`src/rtl/rsa_pkg.sv`:
```
// Shared RSA constants and the modexp/handshake state encoding used by the
// encoder and decoder blocks.
package rsa_pkg;

    localparam int RSA_W = 16;
    localparam int RSA_N = 3551;
    localparam int RSA_E = 5;
    localparam int RSA_D = 1373;
    localparam int RSA_T = 3432;

    typedef enum logic [2:0] {
        IDLE,
        REDUCE,
        STEP_A,
        STEP_B,
        OUT,
        HOLD
    } state_t;

endpackage

```
`src/rtl/rsa_modexp_core.sv`:
```
// Right-to-left square-and-multiply: operand^EXP mod N, one exponent bit per
// STEP_A/STEP_B pair. done is high for the single OUT cycle.
import rsa_pkg::*;

module rsa_modexp_core #(
    parameter int W   = RSA_W,
    parameter int N   = RSA_N,
    parameter int EXP = RSA_D
) (
    input  logic         clk,
    input  logic         res,
    input  logic         start,
    input  logic [W-1:0] operand,
    output logic         done,
    output logic [W-1:0] result,
    output state_t       state
);

    localparam logic [W-1:0]   MOD  = W'(N);
    localparam logic [2*W-1:0] MOD2 = (2*W)'(N);

    state_t         state_nx;
    logic [W-1:0]   base;
    logic [W-1:0]   e_reg;
    logic [2*W-1:0] prod_r;
    logic [2*W-1:0] prod_b;

    always_ff @(posedge clk or posedge res) begin
        if (res) begin
            state  <= IDLE;
            base   <= '0;
            result <= '0;
            e_reg  <= '0;
            prod_r <= '0;
            prod_b <= '0;
        end else begin
            state <= state_nx;
            case (state)
                IDLE: begin
                    if (start) begin
                        base   <= operand;
                        result <= W'(1);
                        e_reg  <= W'(EXP);
                    end
                end
                REDUCE: base <= base % MOD;
                STEP_A: begin
                    prod_r <= {{W{1'b0}}, result} * {{W{1'b0}}, base};
                    prod_b <= {{W{1'b0}}, base} * {{W{1'b0}}, base};
                end
                STEP_B: begin
                    // Both remainders are below N, so truncating to W bits is lossless.
                    if (e_reg[0]) result <= W'(prod_r % MOD2);
                    base  <= W'(prod_b % MOD2);
                    e_reg <= e_reg >> 1;
                end
                default: ;
            endcase
        end
    end

    always_comb begin
        state_nx = state;
        case (state)
            IDLE:    if (start) state_nx = REDUCE;
            REDUCE:  state_nx = (e_reg == '0) ? OUT : STEP_A;
            STEP_A:  state_nx = STEP_B;
            STEP_B:  state_nx = (e_reg[W-1:1] == '0) ? OUT : STEP_A;
            OUT:     state_nx = IDLE;
            default: state_nx = IDLE;
        endcase
    end

    assign done = (state == OUT);

endmodule

```
`src/rtl/rsa_decoder.sv`:
```
// RSA decryption block: data_out = data_in^D mod N behind valid/ready
// handshakes, one transaction in flight.
import rsa_pkg::*;

module rsa_decoder #(
    parameter int W = RSA_W,
    parameter int N = RSA_N,
    parameter int D = RSA_D
) (
    input  logic         clk,
    input  logic         res,
    input  logic         in_valid,
    output logic         in_ready,
    input  logic [W-1:0] data_in,
    output logic         out_valid,
    input  logic         out_ready,
    output logic [W-1:0] data_out
);

    state_t       core_state;
    state_t       state;
    logic         start;
    logic         core_done;
    logic [W-1:0] core_result;

    rsa_modexp_core #(
        .W   (W),
        .N   (N),
        .EXP (D)
    ) u_core (
        .clk     (clk),
        .res     (res),
        .start   (start),
        .operand (data_in),
        .done    (core_done),
        .result  (core_result),
        .state   (core_state)
    );

    // The core idles while a finished word waits here; out_valid marks HOLD.
    assign state    = out_valid ? HOLD : core_state;
    assign in_ready = (state == IDLE);
    assign start    = in_valid & in_ready;

    always_ff @(posedge clk or posedge res) begin
        if (res) begin
            out_valid <= 1'b0;
            data_out  <= '0;
        end else if (core_done) begin
            out_valid <= 1'b1;
            data_out  <= core_result;
        end else if (out_valid && out_ready) begin
            out_valid <= 1'b0;
        end
    end

endmodule
```
`config.mk`:
```
export PLATFORM = sky130hd
export DESIGN_NAME = rsa_decoder
export DESIGN_NICKNAME = d
export VERILOG_FILES = /design/src/rtl/rsa_pkg.sv /design/src/rtl/rsa_modexp_core.sv /design/src/rtl/rsa_decoder.sv
export SDC_FILE = /design/constraint.sdc
export NUM_CORES = 2
export LEC_CHECK = 0
export BUFFER_PORTS_ARGS = -buffer_cell sky130_fd_sc_hd__buf_2
export CORE_MARGIN = 8
export CORE_UTILIZATION = 35
export CTS_BUF_LIST = sky130_fd_sc_hd__clkbuf_16
export DETAILED_ROUTE_END_ITERATION = 8
export SLEW_MARGIN = 20
export SYNTH_ARGS = -nofsm -noshare
export SYNTH_HDL_FRONTEND = slang
export SYNTH_HIERARCHICAL = 1
export SYNTH_SLANG_ARGS = --single-unit
```
`constraint.sdc`:
```
create_clock -name clk -period 25.9 [get_ports clk]
set_input_delay 1.295 -clock clk [delete_from_list [all_inputs] [get_ports clk]]
set_output_delay 1.295 -clock clk [all_outputs]
set_load 0.02 [all_outputs]
```
; After elaboration in Yosys (flattened, before gate mapping)
; Index checks and enable logic that the tools add are counted.
[word_totals]
regBits = 132
inputBits = 20
out_inout_bits = 18
elab_cells = 45
[classes]
multipliers = 2
n_div = 3
eq_ne = 6
mux = 14
bitwise = 1
n_reduce_logical = 11
[ops]
columns = operator, count
row1 = $mod 32x12->32 const B, 2
row2 = $mul 16x16->32, 2
row3 = $mux 16, 4
row4 = $pmux 16 s2, 2
row5 = $pmux 16 s3, 1
row6 = $logic_not 16->1, 1
row7 = $mod 16x12->16 const B, 1
row8 = $logic_not 15->1, 1
row9 = $mux 3, 4
row10 = $pmux 3 s4, 1
row11 = $eq 3x2->1 const B, 2
row12 = $logic_not 3->1, 2
row13 = $reduce_and 2->1, 2
row14 = $reduce_bool 2->1, 2
row15 = $eq 3x1->1 const B, 1
row16 = $eq 3x3->1 const B, 1
row17 = $reduce_and 3->1, 1
row18 = $reduce_bool 3->1, 1
row19 = $mux 1, 2
row20 = $ne 2x1->1 const B, 1
row21 = $ne 2x2->1 const B, 1
row22 = $and 1x1->1, 1
row23 = $logic_and 1x1->1, 1

; Depth between registers and ports, before layout
[logic_depth]
depth_word = 5
mapped_depth = 92

; By module
; The synthesis kept the hierarchy.
[by_module_without_submodules]
columns = mod, n_inst, cells_per_inst, area_per_inst_um2
row1 = rsa_modexp_core, 1, 5059, 38928.6
row2 = rsa_decoder, 1, 40, 705.7

; Worst setup path before layout
; Ideal clock, no wire load.
[synth_path]
path_type = reg2reg
start = reg u_core.state[1]
end = reg u_core.base[15]
setup_time_ns = 0.082
t_arrival_ns = 19.974
t_required_ns = 25.818
slack_ns = 5.845
path_stages_with_launch = 82
n_path_buf = 7
synth_period_minus_slack_ns = 20.055
path_cell_list = dfrtp_1 > buf_2 > nand3b_1 > buf_2 > nor3_1 > nand3b_1 > nor3_1 > nor2_1 > o31ai_1 > nand3_1 > a211o_1 > a21oi_1 > buf_6 > mux2_4 > a31o_2 > and2_4 > or3_1 > buf_6 > [... 46 more ...] > mux2i_1 > bufinv_8 > o221ai_4 > o21ai_1 > maj3_1 > xnor2_2 > or3_4 > o41ai_4 > nor2_2 > xnor2_1 > ha_1 > inv_1 > a21oi_2 > a41oi_2 > or3b_1 > buf_4 > or3_1 > a31oi_1
[synth_lines]
columns = item, line_no
row1 = "start, declared", rsa_modexp_core.sv:16  ; output state_t state
row2 = "start signal, assigned", rsa_modexp_core.sv:37  ; state <= state_nx;
row3 = "end signal, assigned", rsa_modexp_core.sv:41  ; base <= operand;
row4 = "end signal, assigned", rsa_modexp_core.sv:46  ; REDUCE: base <= base % MOD;
row5 = "end signal, assigned", rsa_modexp_core.sv:54  ; base <= W'(prod_b % MOD2);
row6 = "end, declared", rsa_modexp_core.sv:23  ; logic [W-1:0] base;

==> results.md <==
- Worst r2r src: u_core/state[1]$_DFFE_PP0P_
- Grt met3 use: 0.0198
- CP peak stage delay: 0.67 ns
- DR pass1 iterations: 6
- Final Critical Period: about 24 ns
- Port-buffer cells: 37
- Post-synth top cells: 618 x nand2_1, 527 x inv_1, 358 x fa_1
- Setup Skew: between 0.015 and 0.02 ns
- CP max-delay cell: dfrtp_1
- Via density: between 5 and 6
- Crit share post-route: 0.929
- Setup violators final: 0
- Top post-synthesis cells by area: fa_1 18%, dfrtp_1 8.0%, ha_1 6.6%
- Mapped Cells: 5099
- Final wirelength: between 100000 and 150000 µm
- Top-count cell post-synth: nand2_1
- Antenna-violating nets left: 0
- Critical Path Start Type: flop
- Net count after synthesis: between 5000 and 6000
- WHS Path Cells: 1
- HPWL Detailed: just under 90000 µm
- Kind of critical path: reg -> reg
- Hold Crit Start: data_out[15]$_DFFE_PP0P_
- Final #Nets: between 5000 and 6000
- FF-to-FF setup slack: 1.84 ns
- Crit path required time: 26.29 ns
- Wire length per cell: between 15 and 20 µm
- Clock Tree Buf Depth: 2
- CTS tree: done
- Ys async rst share: 1.00
- CP endpoint kind: flop
- Cells after DPL: between 6000 and 7000
- Reg with most FFs: u_core/prod_r
- Vias in the first global route: ~36000
- Worst skew pair latency: 0.48 ns
- DR vias: 37100
- Tot GR Track Use: 0.174
- DRC violations left: 0
- Synth Area per Inst: approximately 8 µm²
- H-Tree Depth: 4
- Crit-path max FO: 13
- Die height: ~350 µm
- R2r endpoint: u_core/base[15]$_DFFE_PP0P_
- Leading registers by flop count: u_core/prod_r: 32 flops, u_core/prod_b: 31 flops
- Yosys Warn Count: 6
- # IOs: 38
- WHS Endpoint: data_out[15]$_DFFE_PP0P_
- Final hold violation count: 0
- Yosys cell types: 154
- Share of cells above drive strength 1: 0.0872
- GRT met2 Usage: 0.298
- Die width: between 300 and 400 µm
- Worst R2R Path Depth: 79
- Min-delay worst type: reg -> reg
- GPL Wtd Cong: between 0.8 and 0.9
- Die footprint: ~120000 µm²
- Sequential area share after synthesis: 0.0796
- Max reg flops: 32
- Post-synth top area share: 0.181
- Post-synth EDFFs: 0
- CTS buffer count: 17
- Remaining global-route overflow: 0
- Post-Layout Cell Count: roughly 6500
- 1st-iter DRT viols: 2647
- Max frequency: about 42 MHz
- Rel. slew slack: 0.276
- CP most frequent cell: xnor2_1
- Std cell rows: 123
- Final setup TNS: 0 ns
- Ys flop type: dfrtp_1
- Largest net degree at the start of global routing: between 60 and 70
- Root Driver: clkbuf_16
- Global-route wire length before repair: between 150000 and 200000 µm
- Synth Register Bits: around 130
- Run status: completed
- Gr busiest metal: met2
- Worst-path clk slew: 0.06 ns
- Max-Cap Viols: 0
- Synthesis-to-finish area growth: 6.27%
- Pins Over Slew Limit: 0
- Worst-margin pin slew: about 1.1 ns
- Count of hold buffers inserted by post-cts repair: 0
- Cell Area, Synth: slightly below 40000 µm²
- Met1 GRT Util: 0.232
- Clk sinks: roughly 130
- Initial antenna violation count: 6
- CP arrival: between 20 and 25 ns
- Initial core utilization: 0.353
- Area of the core: approximately 110000 µm²
- Synth area leader: fa_1
[metrics by stage]
step           instance area, µm²  worst slack [ns]  hold slack, ns  utilization
2_1_floorplan               39600              5.84           0.450            -
3_3_place_gp                41200              1.26           0.473        0.367
3_5_place_dp                41200             0.596           0.486        0.367
4_1_cts                     41900             0.472           0.500        0.373
5_1_grt                     42100           -0.0147           0.517        0.375
6_report                    42100              1.84           0.504        0.375
[layout make-up]
| cell class | count | area, µm² |
|---|---|---|
| Fill cell | 11700 | 70200 |
| Multi-Input combinational cell | 4224 | 33700 |
| Sequential cell | 126 | 3150 |
| Inverter | 530 | 2010 |
| Tap cell | 1500 | 1880 |
| Timing Repair Buffer | 111 | 753 |
| Clock buffer | 17 | 425 |
| Clock inverter | 15 | 220 |
| Antenna cell | 7 | 17.5 |
[repair_timing]
item	CTS	global route
resized for setup	0	27
setup buffers	0	6
endpoints found under the hold margin	0	0
setup endpoints to repair	0	30
[worst max-delay path: cells and delay by family, from the launching register on]
family	cells	cell delay [ns]
multiplexers	1	0.34
AND/OR/NAND/NOR	25	8.40
buffers and inverters	5	0.92
XOR/XNOR	6	1.62
AO/OA/AOI/OAI	41	11.73
flip-flops	1	0.67
adder cells (fa/ha/maj)	1	0.19
[routing by layer]
layer	up-vias	wire length (µm)	share of wire
li1	17900	-	-
met1	18200	51300	0.46
met2	912	53700	0.48
met3	143	4640	0.041
met4	2	2150	0.019
met5	-	13	0.00012
[cells by family (layout without fill, tap and decap cells)]
logic type | Yosys count | in the layout | share of synthesized area
simple gates | 1855 | 1855 | 0.237
compound gates | 1365 | 1365 | 0.255
buf+inv | 749 | 673 | 0.0755
fa+ha+maj | 581 | 581 | 0.250
xor+xnor | 324 | 324 | 0.0744
flops | 126 | 126 | 0.0796
mux | 99 | 99 | 0.0275
other cells | 0 | 7 | 0
[cells in the final DEF, fill, tap and decap left out, types with 73 or more instances in the layout]
cell type / count
nor2_1: 326
dfrtp_1: 126
nand2_1: 617
o21ai_0: 198
nand3_1: 137
ha_1: 208
xnor2_1: 238
buf_4: 73
inv_1: 527
nor3_1: 111
and2_1: 208
fa_1: 358
a21oi_1: 273
[how the worst max path moves through the flow]
stage / slack [ns] / cells after the start / to / start
4_1_cts: 0.47 / 76 / u_core/result[8]$_DFFE_PP0P_ / u_core/prod_r[27]$_DFFE_PP0N_
3_3_place_gp: 1.26 / 76 / u_core/result[2]$_DFFE_PP0P_ / u_core/prod_r[27]$_DFFE_PP0N_
3_5_place_dp: 0.60 / 76 / u_core/result[2]$_DFFE_PP0P_ / u_core/prod_r[27]$_DFFE_PP0N_
5_1_grt: -0.01 / 78 / u_core/base[8]$_DFFE_PP0P_ / u_core/state[1]$_DFFE_PP0P_
6_report: 1.84 / 79 / u_core/base[15]$_DFFE_PP0P_ / u_core/state[1]$_DFFE_PP0P_
2_1_floorplan: 5.84 / 81 / u_core/base[15]$_DFFE_PP0P_ / u_core/state[1]$_DFFE_PP0P_
Power is not shown: default switching activity piles up to over one toggle a cycle in this logic, so the estimate is an artifact.
